## src/rtl/fifo_vr_buffer.sv

```systemverilog
// fifo_vr_buffer
// ---------------------------------------------------------------------------
// Synchronous first-word-fall-through FIFO with valid/ready handshakes on both
// sides. It decouples a producer stage from a consumer stage so that a
// one-cycle stall on either side does not stall the other.
//
// Parameters
//   WIDTH  data word width in bits (>= 1)
//   DEPTH  number of storage entries (power of two, >= 2)
//   AW     pointer index width, derived as log2(DEPTH)
//
// Ports
//   C          clock, rising edge active
//   R          asynchronous active-low reset; clears pointers and storage
//   in_data    write data
//   in_valid   producer offers a word
//   in_ready   FIFO can accept a word (not full)
//   out_data   head-of-queue word (0 when empty after reset)
//   out_valid  out_data holds a valid word (not empty)
//   out_ready  consumer takes out_data
//   level      occupancy 0..DEPTH (only when FIFO_LEVEL_EN is defined)
//
// Optional feature macro: FIFO_LEVEL_EN adds the level output.
// ---------------------------------------------------------------------------
module fifo_vr_buffer #(
    parameter  int WIDTH = 8,
    parameter  int DEPTH = 4,
    localparam int AW    = $clog2(DEPTH)
) (
    input  logic             C,
    input  logic             R,
    input  logic [WIDTH-1:0] in_data,
    input  logic             in_valid,
    output logic             in_ready,
    output logic [WIDTH-1:0] out_data,
    output logic             out_valid,
    input  logic             out_ready
`ifdef FIFO_LEVEL_EN
    ,
    output logic [AW:0]      level
`endif
);

    localparam logic [AW:0] PTR_ONE = (AW + 1)'(1);

    // Pointers carry one extra wrap bit so full and empty are distinguishable
    // when the index bits coincide.
    logic [AW:0]      wr_ptr_reg;
    logic [AW:0]      rd_ptr_reg;
    logic [AW-1:0]    wr_idx;
    logic [AW-1:0]    rd_idx;
    logic             full;
    logic             empty;
    logic             push;
    logic             pop;
    logic [DEPTH-1:0] wr_en;
    logic [WIDTH-1:0] mem_reg [DEPTH];

    assign wr_idx = wr_ptr_reg[AW-1:0];
    assign rd_idx = rd_ptr_reg[AW-1:0];

    // Flags come from registered pointers only, so neither handshake input
    // has a combinational path to the opposite-side flag.
    assign empty = (wr_ptr_reg == rd_ptr_reg);
    assign full  = (wr_idx == rd_idx) && (wr_ptr_reg[AW] != rd_ptr_reg[AW]);

    assign in_ready  = !full;
    assign out_valid = !empty;

    // Qualifying with the flags makes push-while-full a pop only and
    // pop-while-empty a push only.
    assign push = in_valid && !full;
    assign pop  = out_ready && !empty;

    // Per-entry write enable decode.
    generate
        for (genvar gi = 0; gi < DEPTH; gi++) begin : g_wr_en
            assign wr_en[gi] = push && (wr_idx == AW'(gi));
        end
    endgenerate

    // Storage is flop based: it must clear on reset and be readable in the
    // same cycle (first-word fall-through), which rules out a synchronous-read RAM.
    always_ff @(posedge C or negedge R) begin
        if (!R) begin
            for (int i = 0; i < DEPTH; i++) begin
                mem_reg[i] <= '0;
            end
        end else begin
            for (int i = 0; i < DEPTH; i++) begin
                if (wr_en[i]) begin
                    mem_reg[i] <= in_data;
                end
            end
        end
    end

    always_ff @(posedge C or negedge R) begin
        if (!R) begin
            wr_ptr_reg <= '0;
            rd_ptr_reg <= '0;
        end else begin
            if (push) begin
                wr_ptr_reg <= wr_ptr_reg + PTR_ONE;
            end
            if (pop) begin
                rd_ptr_reg <= rd_ptr_reg + PTR_ONE;
            end
        end
    end

    assign out_data = mem_reg[rd_idx];

`ifdef FIFO_LEVEL_EN
    // Modulo-2^(AW+1) difference is the occupancy even across pointer wrap.
    assign level = wr_ptr_reg - rd_ptr_reg;
`endif

endmodule

```

## config.mk

```make
export PLATFORM = sky130hd
export DESIGN_NAME = fifo_vr_buffer
export DESIGN_NICKNAME = d
export VERILOG_FILES = /design/src/rtl/fifo_vr_buffer.sv
export SDC_FILE = /design/constraint.sdc
export NUM_CORES = 1
export LEC_CHECK = 0
export CORE_MARGIN = 3
export CORE_UTILIZATION = 55
export CTS_CLUSTER_SIZE = 30
export DETAILED_ROUTE_END_ITERATION = 10
export PLACE_DENSITY = 0.83
export SYNTH_ARGS = -nofsm -noshare
export SYNTH_HDL_FRONTEND = slang
export SYNTH_SLANG_ARGS = --single-unit
```

## constraint.sdc

```tcl
create_clock -name C -period 2.15 [get_ports C]
set_input_delay 0.3225 -clock C [delete_from_list [all_inputs] [get_ports C]]
set_output_delay 0.3225 -clock C [all_outputs]
set_load 0.05 [all_outputs]
```

==> results of run 1 <==
==> layout make-up <==
class,instances,area (µm²)
Fill cell,232,912
Timing Repair Buffer,30,278
Clock buffer,6,51.3
Tap cell,44,55.1
Inverter,2,7.51
Sequential cell,38,951
Multi-Input combinational cell,77,873
==> worst max-delay path, cell delays in order, from the launching register on <==
cell and delay [ns]:
dfrtp_1 0.62, buf_4 0.24, mux4_2 0.31, buf_4 0.21
==> Yosys cell counts, drive strengths merged <==
library cell and count:
a31oi 5, o311ai 1, buf 2, mux4 8
nand2 6, o31ai 2, nand3 1, or3 1
nor2 3, a21o 1, inv 2, ha 5
mux2 34, o21ai 1, xnor2 4, dfrtp 38
a31o 1, xor2 4
==> per-stage QoR <==
stage	utilization	worst slack (ns)	cell area, µm²	hold WS [ns]	std cells
2_1_floorplan	-	0.453	1830	0.0269	119
3_3_place_gp	0.690	0.290	2160	0.483	191
3_5_place_dp	0.690	0.233	2160	0.496	191
4_1_cts	0.706	0.0983	2210	0.401	197
5_1_grt	0.708	0.0201	2220	0.412	197
6_report	0.708	0.0965	2220	0.398	197
==> path summary, 6_finish.rpt <==
path	from	to	slack, ns	depth (start not counted)
worst max register to register	wr_ptr_reg[0]	mem_reg[15]	0.36	4
worst min register to register	mem_reg[8]	mem_reg[8]	0.51	1
min in group C	mem_reg[8]	mem_reg[8]	0.51	1
max in group asynchronous	R	mem_reg[27]	1.43	2
worst min-delay path	R	wr_ptr_reg[1]	0.40	2
worst max-delay path	rd_ptr_reg[1]	out_data[2]	0.1	3
==> layout by cell type (no fill, tap or decap), types with 2 or more instances in the layout <==
master	count
o31ai_1	2
inv_1	2
xnor2_1	3
mux2_2	34
buf_4	17
buf_12	2
ha_1	5
mux4_2	8
clkbuf_4	5
nor2_1	3
xor2_2	2
clkdlybuf4s50_1	11
a31oi_2	3
xor2_1	2
dfrtp_1	38
nand2_1	6
==> kinds of logic (layout without fill, tap and decap cells) <==
logic type / Yosys count / after routing
XOR/XNOR: 8 / 8
flip-flops: 38 / 38
multiplexers: 42 / 42
adder cells (fa/ha/maj): 5 / 5
buffers and inverters: 4 / 38
AO/OA/AOI/OAI: 11 / 11
AND/OR/NAND/NOR: 11 / 11
==> routing by layer <==
layer,vias up,GRT usage
met2,26,0.330
met5,-,0
li1,507,-
met3,7,0.0721
met1,579,0.237
met4,0,0.0728
==> timing repair <==
action	in CTS	in global routing
resized for setup	0	1
endpoints found under the setup margin	0	2
hold buffers	0	0
==> summary.md, run 1 <==
| Metric | Value |
|---|---|
| Largest family of logic cells by synthesized area | `multiplexers` |
| Fraction of synthesized area in multiplexers | `0.307` |
| Number of setup buffers added after CTS | `0` |
| Antenna-violating nets left | `0` |
| Xor/xnor cell area share of the yosys netlist | `0.0464` |
| Largest net degree at the start of global routing | `39` |
| DR WL/cell | `17.6 µm` |
| Relative slew slack | `0.616` |
| Max-cap violations | `0` |
| Avg Cell Area, Syn | `15.4 µm²` |
| Highest routed layer | `met4` |
| Cells after Synth | `119` |
| WL met1 | `1.45 mm` |
| Fmax | `487 MHz` |
| Met3 wire length | `131 µm` |
| Worst setup EP type | `primary output` |
| Minimum clock period after layout | `2.05 ns` |
| Overall Global Routing Usage | `0.198` |
| Slew Viols, Final | `0` |
| Adder-cell share of the synthesized area | `0.0341` |
| Initial core utilization | `0.586` |
| Ys Warns | `0` |
| Rows | `20` |
| Hpwl dp | `2.53 mm` |
| Nets | `171` |
| Drt first pass iters | `4` |
| Final setup fails | `0` |
| Num ports | `22` |
| Skew-Pair Late Insertion Delay | `0.34 ns` |
| Post-synth net total | `136` |
| Clock Sinks | `38` |
| Simple-Gate Fraction of Synth Area | `0.0246` |
| Vias per cell | `5.68` |
| Root Driver | `clkbuf_4` |
| Initial antenna violation count | `0` |
| Worst Max-Slew Pin Slew | `0.572 ns` |
| Synthesized area | `1830 µm²` |
| Run status | `finished, final reports clean` |
| RSZ-0062 raised after global routing | `no` |
| Top cells by area, synth | `dfrtp_1, mux2_2, mux4_2` |
| Initial drt markers | `50` |
| CTS tree | `done` |
| Period utilisation layout | `0.955` |
| Max H-tree Level | `2` |
| CP Max Fanout | `7` |
| Worst min path class | `in -> async` |
| Port Buffers | `21` |
| Diode count | `0` |
| Die outline height | `63.8 µm` |
| Top cell type's share of synthesized area | `0.518` |
| Die area | `4060 µm²` |
| Met2 routed WL | `1.83 mm` |
| Cts bufs inserted | `5` |
| Worst EP required | `1.83 ns` |
| Gp weighted congestion | `0.798` |
| Register area share after synthesis | `0.518` |
| Die Width | `63.8 µm` |
| Synth Area in Compound Gates | `0.0600` |
| Synth-to-Final Area Change | `20.8%` |
| CP startpoint kind | `register` |
| CTS max path bufs | `2` |
| Final WL | `3.47 mm` |
| Core Area | `3130 µm²` |
| Critical path class | `reg -> out` |
| Fraction of layout cells with a size suffix above 1 | `0.490` |
| Yosys cell types | `22` |
| # DRC | `0` |
| First-pass GRT wire length | `6.02 mm` |
| Yosys reg bits | `38` |
| Vias in the first global route | `1243` |
| Largest area contributor in the netlist | `dfrtp_1` |
| Clock skew | `0.00790 ns` |
| Total congestion overflow | `0` |
| DR vias | `1119` |
| Largest register FFs | `32` |
| Setup TNS | `0 ns` |
| Critical Path AT | `1.73 ns` |
| Fin. Hold Viols | `0` |
| Reg clk slew, reported paths | `0.11 ns` |
Power of run 1 is left out: the tool's default activity adds up to more than one toggle a clock period on the data nets, which glitch-free logic cannot reach.
==> run 2: changes to the inputs <==
--- a/config.mk
+++ b/config.mk
@@ -10,6 +10,8 @@
 export CTS_CLUSTER_SIZE = 30
 export DETAILED_ROUTE_END_ITERATION = 10
 export PLACE_DENSITY = 0.83
+export SETUP_SLACK_MARGIN = 0.15
+export SKIP_LAST_GASP = 1
 export SYNTH_ARGS = -nofsm -noshare
 export SYNTH_HDL_FRONTEND = slang
 export SYNTH_SLANG_ARGS = --single-unit
==> constraint.sdc (replaced) <==
create_clock -name C -period 2.2 [get_ports C]
set_input_delay 0.33 -clock C [delete_from_list [all_inputs] [get_ports C]]
set_output_delay 0.33 -clock C [all_outputs]
set_load 0.05 [all_outputs]
==> run 2 against run 1 <==
Net effect: critical path depth stayed put; cell area is 0.96% higher; utilization is 0.68 points higher; flip-flop and latch count stayed put; non-clock buffer count is 1 higher; die area stayed put; sequential share of layout area is 0.35 points lower; routed wire length is 2.5% higher; first-iteration DRC count is 14% higher.
==> summary.md, run 2 (synthesis gave the netlist of run 1 again) <==
| Metric | Value |
|---|---|
| Diode count | `0` |
| DR WL/cell | `17.8 µm` |
| Final setup fails | `0` |
| Final worst slack | `0.207 ns` |
| Worst Max-Slew Pin Slew | `0.564 ns` |
| CP startpoint kind | `register` |
| Crit-path most repeated cell | `buf_4` |
| Hold Slack | `0.391 ns` |
| Period utilisation layout | `0.906` |
| Worst slack, placed | `0.290 ns` |
| Initial antenna violation count | `0` |
| Final WL | `3.56 mm` |
| CTS max path bufs | `2` |
| Die Width | `63.8 µm` |
| RSZ-0062 raised after global routing | `yes` |
| Minimum clock period after layout | `1.99 ns` |
| Gp weighted congestion | `0.800` |
| Largest net degree at the start of global routing | `39` |
| Core Area | `3130 µm²` |
| Slew Viols, Final | `0` |
| Die area | `4060 µm²` |
| Setup TNS | `0 ns` |
| Rows | `20` |
| Run status | `finished, final reports clean` |
| Synth-to-Final Area Change | `22.0%` |
| Clock skew | `0.00954 ns` |
| Clock Sinks | `38` |
| Max H-tree Level | `2` |
| Worst setup EP type | `primary output` |
| Vias in the first global route | `1253` |
| Relative slew slack | `0.621` |
| Max-cap violations | `0` |
| Worst EP required | `1.87 ns` |
| Post-layout util | `0.715` |
| Critical Path AT | `1.66 ns` |
| CP Max Fanout | `7` |
| CTS tree | `done` |
| Die outline height | `63.8 µm` |
| Cts bufs inserted | `5` |
| Vias per cell | `5.62` |
| Total congestion overflow | `0` |
| Num ports | `22` |
| DR vias | `1124` |
| Fmax | `502 MHz` |
| Largest register FFs | `32` |
| Skew-Pair Late Insertion Delay | `0.35 ns` |
| Drt first pass iters | `4` |
| Critical path class | `reg -> out` |
| Fin. Hold Viols | `0` |
| Port Buffers | `21` |
| Nets | `172` |
| Antenna-violating nets left | `0` |
| Initial drt markers | `57` |
| Hpwl dp | `2.56 mm` |
| Fraction of layout cells with a size suffix above 1 | `0.506` |
| # DRC | `0` |
| Slowest stage delay, CP | `0.52 ns` |
| Commonest non-fill, non-tap cell in the layout | `dfrtp_1` |
| Overall Global Routing Usage | `0.203` |
| Critical path's slowest cell | `mux4_2` |
| Initial core utilization | `0.586` |
| Root Driver | `clkbuf_4` |
| Worst min path class | `in -> async` |
| First-pass GRT wire length | `6.20 mm` |
| CP Cell Sequence | `buf_4 > mux4_2 > buf_4` |
| Reg clk slew, reported paths | `0.12 ns` |
| Post-CTS Hold Buffers | `0` |
| Most frequent cells in the layout | `dfrtp_1, mux2_2, buf_4` |
[run 2: changes by cell type in the layout (fill, tap and decap cells not counted), sizes merged]
| cell | delta |
|---|---|
| buf | +1 |
| clkinvlp | +1 |
| clkinv | +1 |
[run 2: path summary, 6_finish.rpt]
path                               start            end  slack, ns  depth (start not counted)
setup reg to reg           rd_ptr_reg[0]    mem_reg[13]       0.40                          5
min in group C               mem_reg[22]    mem_reg[22]       0.52                          1
hold reg to reg              mem_reg[22]    mem_reg[22]       0.52                          1
hold / removal                         R    mem_reg[23]       0.39                          2
max in group asynchronous              R  rd_ptr_reg[1]       1.47                          2
setup / recovery           rd_ptr_reg[0]    out_data[0]       0.21                          3
[run 2: critical path: cells and delay by family, from the launching register on]
family | cells | cell delay (ns)
buffers and inverters | 2 | 0.40
DFF | 1 | 0.39
muxes | 1 | 0.52
[run 2: metrics by stage]
step / instance area, µm² / std cells
after global placement: 2160 / 191
after floorplan: 1830 / 119
after detailed placement: 2160 / 191
after global routing: 2240 / 200
after CTS: 2220 / 199
final: 2240 / 200
[run 2: layout make-up]
class                           instances  area (µm²)
Sequential cell                        38         952
Fill cell                             222         891
Multi-Input combinational cell         77         873
Timing Repair Buffer                   31         285
Tap cell                               44        55.1
Clock buffer                            6        51.3
Clock inverter                          2        12.5
Inverter                                2        7.51
[run 2: what timing repair did]
item / 4_1_cts / 5_1_grt
resized for setup: 1 / 1
pin swaps: 0 / 1
endpoints found under the setup margin: 3 / 9
setup buffers: 0 / 1
[run 2: per-layer routing]
| layer | global-route usage | up-vias | share of wire |
|---|---|---|---|
| li1 | - | 509 | - |
| met1 | 0.263 | 589 | 0.43 |
| met2 | 0.332 | 21 | 0.52 |
| met3 | 0.0598 | 5 | 0.041 |
| met4 | 0.0566 | 0 | 0.0087 |
| met5 | 0 | - | 0 |
Power of run 2 is left out for the same reason.
==> variant 1: new RTL, config.mk and constraints of run 2 <==
Set the parameter `DEPTH` to 2 (it was 4).
--- a/src/rtl/fifo_vr_buffer.sv
+++ b/src/rtl/fifo_vr_buffer.sv
@@ -26,3 +26,3 @@
     parameter  int WIDTH = 8,
-    parameter  int DEPTH = 4,
+    parameter  int DEPTH = 2,
     localparam int AW    = $clog2(DEPTH)
Formal check against the unedited RTL: not equivalent (Yosys sat finds a counterexample within 4 cycles, from zero or initial values).
==> variant 1 against run 2 <==
Sequential share of layout area is 0.88 points lower. Routed wire length is 51% lower. Setup slack better by 0.15 ns. Clock skew is 0.0074 ns lower. Critical path type unchanged. Final area is 46% lower. Area after synthesis is 49% lower. Final cell count is 45% lower. Sequential cell count is 18 lower.
Power is not shown: default switching activity piles up to over one toggle a cycle in this logic, so the estimate is an artifact.
==> variant 1: results (changes against run 2) <==
INFO  cts            worst_skew_pair.late_latency=0.30ns [was 0.35 ns]
INFO  yosys          synth_seq_area_share=53.1% [was 51.8%]
INFO  routing        wirelength=1.74mm [was 3.56 mm]
INFO  routing        via_per_inst=5.75 [was 5.62]
INFO  placed_design  detailed_place_hpwl=1.30mm [was 2.56 mm]
INFO  yosys          netlist.area_leader.share=53.1% [was 51.8%]
INFO  run_status     run_status=complete, no violations [unchanged]
INFO  worst_setup_path critical-path-slowest-cell=sky130_fd_sc_hd__dfrtp_1 [was sky130_fd_sc_hd__mux4_2]
INFO  routing        met3RoutedLength=70µm [was 145 µm]
INFO  worst_setup_path top_delay_family_on_crit_path=flip-flops [was multiplexers]
INFO  yosys          synthDistinctLibCells=16 [was 22]
INFO  global_routing grt_first_pass_wirelength=2.77mm [was 6.20 mm]
INFO  routing        drt-met1-wl=657µm [was 1.54 mm]
INFO  yosys          ys_top_cells_by_count=sky130_fd_sc_hd__mux2_2, sky130_fd_sc_hd__dfrtp_1, sky130_fd_sc_hd__nand2_1 [was sky130_fd_sc_hd__dfrtp_1, sky130_fd_sc_hd__mux2_2, sky130_fd_sc_hd__mux4_2]
INFO  yosys          synth.net_count=83 [was 136]
INFO  cts            post_cts_resize_count=0 [was 1]
INFO  placed_design  dpl_cell_area=1170µm² [was 2160 µm²]
INFO  global_routing first_global_vias=666 [was 1253]
INFO  layout         stdcell_count=110 [was 200]
INFO  worst_setup_path critical_path_arrival=1.51ns [was 1.66 ns]
INFO  worst_setup_path cp_slowest_stage_delay=0.46ns [was 0.52 ns]
INFO  worst_setup_path critical_path_fanouts_max=5 [was 7]
INFO  yosys          synth_compound_area_share=5.04% [was 6.00%]
INFO  yosys          synth_cells=71 [was 119]
INFO  global_routing groute.layer.met1.usage=18.3% [was 26.3%]
INFO  cts            cts.htree.levels=1 [was 2]
INFO  layout         final_layout_size_suffix_gt1_share=45.7% [was 50.6%]
==> variant 1: cell types whose count changed in the layout (fill, tap and decap cells not counted), sizes merged, moves of 5 or more <==
cell | before | now
a31oi | 5 | 0
buf | 20 | 11
dfrtp | 38 | 20
ha | 5 | 0
mux2 | 34 | 25
mux4 | 8 | 0
==> variant 1: area by class of cell <==
type | instances | area (µm²)
well taps | 16 | 20.0
repair buffers | 22 | 218
multi-input cells | 47 | 424
fillers | 108 | 355
flip-flops and latches | 20 | 502
inverters | 1 | 3.75
clock buffers | 4 | 36.3
==> variant 1: final timing paths <==
kind	from	endpoint	slack [ns]	cells past startpoint
max	rd_ptr_reg[1]	out_valid	0.36	3
min	R	wr_ptr_reg[0]	0.36	2
max reg2reg	rd_ptr_reg[1]	mem_reg[3]	0.62	3
min reg2reg	mem_reg[2]	mem_reg[2]	0.51	1
max in group asynchronous	R	rd_ptr_reg[0]	1.62	2
min in group C	mem_reg[2]	mem_reg[2]	0.51	1
